==> config.mk <==
export PLATFORM = sky130hd
export DESIGN_NAME = control_path
export DESIGN_NICKNAME = d
export VERILOG_FILES = /design/src/rtl/control_path_pkg.sv /design/src/rtl/control_path_instr_decode.sv /design/src/rtl/control_path.sv
export SDC_FILE = /design/constraint.sdc
export NUM_CORES = 1
export LEC_CHECK = 0
export BUFFER_PORTS_ARGS = -buffer_cell sky130_fd_sc_hd__buf_2
export CORE_ASPECT_RATIO = 0.9
export CORE_MARGIN = 4
export CORE_UTILIZATION = 50
export CTS_BUF_LIST = sky130_fd_sc_hd__clkbuf_2 sky130_fd_sc_hd__clkbuf_4 sky130_fd_sc_hd__clkbuf_8
export DETAILED_ROUTE_END_ITERATION = 10
export HOLD_SLACK_MARGIN = 0.08
export PLACE_DENSITY = 0.91
export SLEW_MARGIN = 20
export SYNTH_ARGS = -nofsm -noshare
export SYNTH_HDL_FRONTEND = slang
export SYNTH_SLANG_ARGS = --single-unit
==> constraint.sdc <==
create_clock -name clk -period 3.2 [get_ports clk]
set_input_delay 0.32 -clock clk [delete_from_list [all_inputs] [get_ports clk]]
set_output_delay 0.32 -clock clk [all_outputs]
set_load 0.05 [all_outputs]
==> src/rtl/control_path_pkg.sv <==
// Shared constants for the control_path FSM and instruction decoder.
// Latency: n/a (constants only).
// Backpressure: n/a.
package control_path_pkg;

  // FSM state encoding (legacy 5-bit codes)
  localparam logic [4:0] ST_HALT       = 5'b00000;
  localparam logic [4:0] ST_READ_INS   = 5'b01000;
  localparam logic [4:0] ST_DO         = 5'b01001;
  localparam logic [4:0] ST_WAIT_LOAD  = 5'b01010;
  localparam logic [4:0] ST_WAIT_STORE = 5'b01100;
  localparam logic [4:0] ST_TRAP       = 5'b10000;

  // Opcode map
  localparam logic [2:0] OP_NOP      = 3'b000;
  localparam logic [2:0] OP_LD       = 3'b001;
  localparam logic [2:0] OP_ST       = 3'b010;
  localparam logic [2:0] OP_HALT     = 3'b011;
  localparam logic [2:0] OP_ALU_DUAL = 3'b100;
  localparam logic [2:0] OP_ALU_SNGL = 3'b101;
  localparam logic [2:0] OP_RSVD     = 3'b110;
  localparam logic [2:0] OP_TRAP     = 3'b111;

  // Writeback source select, one-hot
  localparam logic [3:0] OPSEL_NONE = 4'b0000;
  localparam logic [3:0] OPSEL_ALU  = 4'b0001;
  localparam logic [3:0] OPSEL_MEM  = 4'b0010;
  localparam logic [3:0] OPSEL_IMM  = 4'b0100;

  // IR field bit positions
  localparam int OPCODE_MSB = 31;
  localparam int OPCODE_LSB = 29;
  localparam int FORM_BIT   = 28;
  localparam int VEC_MSB    = 27;
  localparam int VEC_LSB    = 26;
  localparam int CFG_MSB    = 25;
  localparam int CFG_LSB    = 22;
  localparam int CONST_BIT  = 21;
  localparam int Y2_MSB     = 19;
  localparam int Y2_LSB     = 16;
  localparam int A_MSB      = 15;
  localparam int A_LSB      = 12;
  localparam int B_MSB      = 11;
  localparam int B_LSB      = 8;
  localparam int C_MSB      = 7;
  localparam int C_LSB      = 4;
  localparam int D_MSB      = 3;
  localparam int D_LSB      = 0;

endpackage

==> src/rtl/control_path_instr_decode.sv <==
// Combinational slicing of the latched IR into datapath field selects.
// Latency: 0 cycles (pure combinational).
// Backpressure: none; outputs track IR continuously.
module control_path_instr_decode
  import control_path_pkg::*;
(
  input  logic [31:0] ir,
  output logic [2:0]  opcode,
  output logic        form,
  output logic [1:0]  alu_vec_perci,
  output logic [3:0]  alu_config,
  output logic        const_c,
  output logic [3:0]  a_select,
  output logic [3:0]  alu_b_select,
  output logic [3:0]  alu_c_select,
  output logic [3:0]  alu_d_select,
  output logic [3:0]  Y1_select,
  output logic [3:0]  alu_Y2_select,
  output logic [3:0]  mem_loca_addr
);

  // IR[20] carries no field in the current ISA
  logic unused_ir_bit;
  assign unused_ir_bit = ir[20];

  assign opcode        = ir[OPCODE_MSB:OPCODE_LSB];
  assign form          = ir[FORM_BIT];
  assign alu_vec_perci = ir[VEC_MSB:VEC_LSB];
  assign alu_config    = ir[CFG_MSB:CFG_LSB];
  assign const_c       = ir[CONST_BIT];
  assign a_select      = ir[A_MSB:A_LSB];
  assign alu_b_select  = ir[B_MSB:B_LSB];
  assign alu_c_select  = ir[C_MSB:C_LSB];
  assign alu_d_select  = ir[D_MSB:D_LSB];
  // Y1 shares the A field: first destination is also the first source
  assign Y1_select     = ir[A_MSB:A_LSB];
  assign alu_Y2_select = ir[Y2_MSB:Y2_LSB];
  // Load/store address register shares the B field
  assign mem_loca_addr = ir[B_MSB:B_LSB];

endmodule

==> src/rtl/control_path.sv <==
// Instruction-sequencing FSM: fetch, decode/execute, load/store waits, trap.
// Latency: fetch->DO 1 cycle; DO 1 cycle; memory waits last while wait_data holds.
// Backpressure: wait_instr/wait_data stall the FSM in place; CONTROL_PATH_ILLEGAL_TRAP_EN traps opcode 110.
module control_path
  import control_path_pkg::*;
(
  input  logic        clk,
  input  logic        reset,
  input  logic        go,
  input  logic [31:0] instruction,
  input  logic        instr_segv,
  input  logic        data_segv,
  input  logic        wait_instr,
  input  logic        wait_data,
  output logic        pc_inc,
  output logic [2:0]  opcode,
  output logic        form,
  output logic [1:0]  alu_vec_perci,
  output logic [3:0]  alu_config,
  output logic        const_c,
  output logic [3:0]  a_select,
  output logic [3:0]  alu_b_select,
  output logic [3:0]  alu_c_select,
  output logic [3:0]  alu_d_select,
  output logic [3:0]  Y1_select,
  output logic [3:0]  alu_Y2_select,
  output logic [1:0]  reg_write,
  output logic [3:0]  op_select,
  output logic [3:0]  mem_loca_addr,
  output logic        ld,
  output logic        st
);

  logic [4:0]  current_state;
  logic [4:0]  next_state;
  logic [31:0] ir;
  logic        ir_load;

  control_path_instr_decode u_decode (
    .ir            (ir),
    .opcode        (opcode),
    .form          (form),
    .alu_vec_perci (alu_vec_perci),
    .alu_config    (alu_config),
    .const_c       (const_c),
    .a_select      (a_select),
    .alu_b_select  (alu_b_select),
    .alu_c_select  (alu_c_select),
    .alu_d_select  (alu_d_select),
    .Y1_select     (Y1_select),
    .alu_Y2_select (alu_Y2_select),
    .mem_loca_addr (mem_loca_addr)
  );

  // Next-state and strobe generation; strobes default low in every state
  always_comb begin
    next_state = current_state;
    ir_load    = 1'b0;
    pc_inc     = 1'b0;
    reg_write  = 2'b00;
    op_select  = OPSEL_NONE;
    ld         = 1'b0;
    st         = 1'b0;
    case (current_state)
      ST_HALT: begin
        if (go) next_state = ST_READ_INS;
      end
      ST_READ_INS: begin
        // a faulting fetch traps even if memory also reports not-ready
        if (instr_segv) begin
          next_state = ST_TRAP;
        end else if (!wait_instr) begin
          ir_load    = 1'b1;
          pc_inc     = 1'b1;
          next_state = ST_DO;
        end
      end
      ST_DO: begin
        next_state = ST_READ_INS;
        case (opcode)
          OP_ALU_DUAL: begin
            reg_write = 2'b11;
            op_select = const_c ? OPSEL_IMM : OPSEL_ALU;
          end
          OP_ALU_SNGL: begin
            reg_write = 2'b01;
            op_select = const_c ? OPSEL_IMM : OPSEL_ALU;
          end
          OP_LD: begin
            ld         = 1'b1;
            next_state = ST_WAIT_LOAD;
          end
          OP_ST: begin
            st         = 1'b1;
            next_state = ST_WAIT_STORE;
          end
          OP_HALT: next_state = ST_HALT;
          OP_TRAP: next_state = ST_TRAP;
`ifdef CONTROL_PATH_ILLEGAL_TRAP_EN
          OP_RSVD: next_state = ST_TRAP;
`else
          OP_RSVD: next_state = ST_READ_INS;
`endif
          OP_NOP:  next_state = ST_READ_INS;
          default: next_state = ST_READ_INS;
        endcase
      end
      ST_WAIT_LOAD: begin
        ld = 1'b1;
        if (data_segv) begin
          next_state = ST_TRAP;
        end else if (!wait_data) begin
          reg_write  = 2'b01;
          op_select  = OPSEL_MEM;
          next_state = ST_READ_INS;
        end
      end
      ST_WAIT_STORE: begin
        st = 1'b1;
        if (data_segv) begin
          next_state = ST_TRAP;
        end else if (!wait_data) begin
          next_state = ST_READ_INS;
        end
      end
      ST_TRAP: next_state = ST_TRAP;
      // unreachable codes recover to HALT
      default: next_state = ST_HALT;
    endcase
  end

  // State and IR registers; reset overrides any pending transition
  always_ff @(posedge clk) begin
    if (reset) begin
      current_state <= ST_HALT;
      ir            <= 32'h0;
    end else begin
      current_state <= next_state;
      if (ir_load) ir <= instruction;
    end
  end

endmodule

## Word level (Yosys, flattened, before mapping)

Cells that the tools add are included.

- Equality and inequality tests: 14
- Reduce and logical (&&, ||, !) cells: 4
- Multiplexer cells: 23

Operator list:

| kind | number |
|---|---|
| $mux 5 | 5 |
| $pmux 5 s5 | 1 |
| $eq 5x4->1 const B | 4 |
| $pmux 5 s4 | 1 |
| $eq 3x3->1 const B | 3 |
| $pmux 2 s2 | 2 |
| $mux 1 | 7 |
| $eq 3x2->1 const B | 2 |
| $mux 3 | 2 |
| $ne 3x3->1 const B | 2 |
| $pmux 3 s2 | 1 |
| $eq 5x5->1 const B | 1 |
| $logic_not 5->1 | 1 |
| $mux 2 | 2 |
| $pmux 1 s2 | 2 |
| $reduce_or 2->1 | 2 |
| $eq 3x1->1 const B | 1 |
| $reduce_and 3->1 | 1 |
| $ne 2x2->1 const B | 1 |

- Output and inout bits: 48
- Register bits: 37
- Word-level logic and storage cells: 43
- Input port bits: 39

## Longest topological paths before layout

- Depth in word-level cells: 4
- Depth in mapped cells: 5
- Mapped depth without buffers: 3

## Cells and area by module

Synthesis repeated with hierarchy kept, for this count alone.

- Cells, all modules: 252
- Area, all modules: 2193.4 µm²

Modules (own cells, without submodules):

| module | cells each | instances | seq. area each (µm²) | area an instance (µm²) |
|---|---|---|---|---|
| control_path | 213 | 1 | 740.7 | 1900.6 |
| control_path_instr_decode | 39 | 1 | 0.0 | 292.8 |

## Least setup slack after synthesis

No wires, ideal clock.

- Kind: register to output
- From: register current_state[3]
- To: output reg_write[0]
- Setup slack: 166 ps
- Data required time: 2880 ps
- Path buffers: 2
- Arrival: 2714 ps
- Stages on the path, launching flop included: 5
- Cells stage by stage: dfxtp_1 -> or3b_1 -> buf_2 -> clkbuf_1 -> o41ai_1

- Word-level cells in the longest chain between the ends: 2
- Elaborated cells between the ends (all ways): 3
- Classes of those cells: 2 x eq/ne; 1 x mux

Ends and longest elaborated chain:

| element | RTL line | RTL |
|---|---|---|
| start: declaration | control_path.sv:34 | `logic [4:0] current_state;` |
| start signal: assignment | control_path.sv:138 | `current_state <= next_state;` |
| $eq 5x4->1 | control_path.sv:64 | `case (current_state)` |
| $pmux 2 s2 * | control_path.sv:64 |  |
| end: declaration | control_path.sv:27 | `output logic [1:0] reg_write,` |

Mark *: on every way between the ends. The rest lies on a longest branch, timed or not.

## Worst setup path after layout

- From: register current_state[1]
- To: output reg_write[0]

The elaborated chain is that of the path after synthesis.

==> out/results.ini <==
[die]
die_w_microns = 68.33
num_io_pins = 87
core-area_sq_um = 3090
initial_core_util_pct = 53.00
rows = 19
die_y_microns = 62.30
die_area_sq_um = 4257

[logic_synthesis]
synth_cell_types = 33
synth_nets = 245
synthCells = 206
synth.avg_cell_area_sq_um = 7.951
syn_area_sq_um = 1638
ys_ff_latch = 36
yosysWarnings = 0
yosysSeqAreaShare_pct = 44.00

[place]
placed_area_sq_um = 2017
portBuffers = 84
post-dp-hpwl_mm = 3.041
gp_congestion = 0.8197
dp_slack_ns = 1.183

[cells_and_area]
layout_common_cells = 84 x buf_2, 36 x dfxtp_1, 34 x nand3_1, 34 x o21ai_0, 33 x a21oi_1
drive_gt1_share_pct = 36.00
n_antenna_cell = 0
finalNetCount = 313
syn2layout_area_growth_pct = 27.20
fillers = 295
fin_area_sq_um = 2083
layout_commonest_cell = buf_2

[sta]
hold_viol = 0
setup_viol = 0
period_share_pct = 74.36
worst_slack_ns = 0.8205
finalSetupTns_ns = 0
relSlewSlack_pct = 56.15
skew_ns = 0.01050
fmax_mhz = 420.3
rsz0062_at_grt = false
tightest_slew_ns = 0.6577
min_period_ns = 2.379
drv_slew = 0

[grt]
overflow = 0
antenna_found_initial = 0
met1_usage_pct = 27.01
top_usage_layer = met2
grt_pass1_vias = 1530
grtUsageMet2_pct = 32.61
grt_pass1_wl_mm = 7.086
grt_max_degree = 39
grt.met3_usage_pct = 5.586
grt.total_usage_pct = 21.00

[worst_setup_path]
reg2reg_depth = 4
setup.worst_path.start = current_state[1]$_SDFFE_PP0P_
worst_r2r_startpoint = current_state[3]$_SDFFE_PP0P_
cp_data_required_time_ns = 2.88
critPathArrivalTime_ns = 2.06
worstSetupStartpointType = flip-flop
reg2reg_to = current_state[1]$_SDFFE_PP0P_
crit_type = reg -> out
r2r_slack_ns = 1.38
crit_path_max_fanout = 9
critPathCaptureType = primary output

[routing]
wl_per_cell_microns = 13.74
ant_nets = 0
vias = 1755
via_per_inst = 5.536
firstDrtPassIters = 4
drc = 0
drtIter0Drc = 121
wirelength_mm = 4.354

[clock_tree]
cts_tree = yes
h-tree-depth = 2
clkTransAtPathRegs_ns = 0.11
holdBufCountCts = 0
clock_sinks = 36
cts.path.max_buffers = 2
clock_latency_ns = 0.34
post-cts-setup-buffers = 0
numCtsBuffers = 5
cts_root_buf = clkbuf_4
cts_resized = 0

[pwr]
p_sw_mw = 0.3015
sequentialPowerShare_pct = 50.8
power_frac_comb_pct = 20.8
ir_drop_v = 0.0003410
powerDensity_nw_per_um2 = 449.3
p_leak_nw = 0.9374
p_int_mw = 0.6346
clkPwrFrac_pct = 28.4
switching_share_pct = 32.21

[hold_path]
hp-start = instruction[17]
hold-path-endpoint = ir[17]$_SDFFE_PP0P_
holdCritPathClass = in -> reg
hold_depth = 3

[outcome]
status = completed

[flow_run]
cap_viol_max_count = 0

==> power by group through the flow <==
stage          Sequential [mW]  Clock, mW  Combinational (mW)
6_report                 0.475      0.266               0.195
5_1_grt                  0.478      0.291               0.211
4_1_cts                  0.475      0.268               0.196
3_5_place_dp             0.485          0               0.195
3_3_place_gp             0.484          0               0.193
2_1_floorplan            0.525          0              0.0964
==> logic make-up after synthesis <==
logic type	Yosys count	synth area share, %
AOI/OAI and AO/OA	72	23.00
and+or+nand+nor	65	22.77
DFF	36	44.00
buffers and inverters	31	9.472
xor gates and xnor gates	1	0.5349
other	1	0.2290
==> metal layers <==
metal  wire, microns  up-vias
met3             336        9
li1                -      869
met2            2149       58
met5               0        -
met4              68        0
met1            1799      819
==> worst max-delay path, cell delays in order (launching register included) <==
cell and delay [ns]:
dfxtp_1 0.41, nor3_1 0.51, nand4b_1 0.36, o41ai_1 0.13
buf_2 0.31
==> flip-flops by register name (all words and copies together), names as in the netlist <==
| register | count |
|---|---|
| ir | 31 |
| current_state | 5 |
==> layout make-up <==
| class | instances | area (sq um) | area share [%] |
|---|---|---|---|
| Clock buffer | 7 | 58.81 | 2.823 |
| Tap cell | 42 | 52.55 | 2.523 |
| Clock inverter | 1 | 7.507 | 0.3604 |
| Multi-Input combinational cell | 139 | 774.5 | 37.18 |
| Timing Repair Buffer | 89 | 457.9 | 21.98 |
| Sequential cell | 36 | 720.7 | 34.59 |
| Inverter | 3 | 11.26 | 0.5405 |
==> metrics by stage <==
step | hold WS, ns | total power [mW] | cells | utilization, %
floorplan | 0.4677 | 0.6215 | 206 | -
global placement | 0.4576 | 0.6769 | 309 | 65.26
detailed placement | 0.4657 | 0.6806 | 309 | 65.26
CTS | 0.2116 | 0.9393 | 317 | 67.41
global route | 0.2018 | 0.9811 | 317 | 67.41
finish | 0.2146 | 0.9361 | 317 | 67.41
==> cells in the mapped netlist <==
cell type,instances,area (sq um)
inv_1,3,11.26
clkbuf_1,14,52.55
a221oi_1,1,8.760
o41ai_1,1,8.760
nand2b_1,1,6.260
nand3b_1,1,7.510
nor3b_1,2,15.01
and4b_1,1,10.01
nand4_1,1,6.260
xor2_1,1,8.760
nor2b_1,2,12.51
and2_1,1,6.260
buf_1,1,3.750
nor3_1,3,15.01
dfxtp_1,36,720.7
nand2_1,2,7.510
nor3b_2,1,12.51
nand4b_1,3,26.28
o21ai_0,34,170.2
o211ai_1,1,7.510
and2b_1,1,7.510
nor4_1,3,18.77
a21boi_0,1,7.510
nand3_1,34,170.2
and3b_1,1,8.760
or4_1,2,15.01
or3b_1,1,8.760
buf_2,4,20.02
nor2_1,5,18.77
a21oi_1,33,165.2
o311ai_0,1,8.760
buf_4,9,67.56
conb_1,1,3.750
==> worst max path at each step <==
stage                              end  slack [ns]
after floorplan           reg_write[0]        0.17
after global placement    reg_write[0]        1.22
after detailed placement  reg_write[0]        1.18
after CTS                 reg_write[0]        0.80
after global routing      reg_write[0]        0.61
final                     reg_write[0]        0.82
Power figures use the tool's default switching activity.
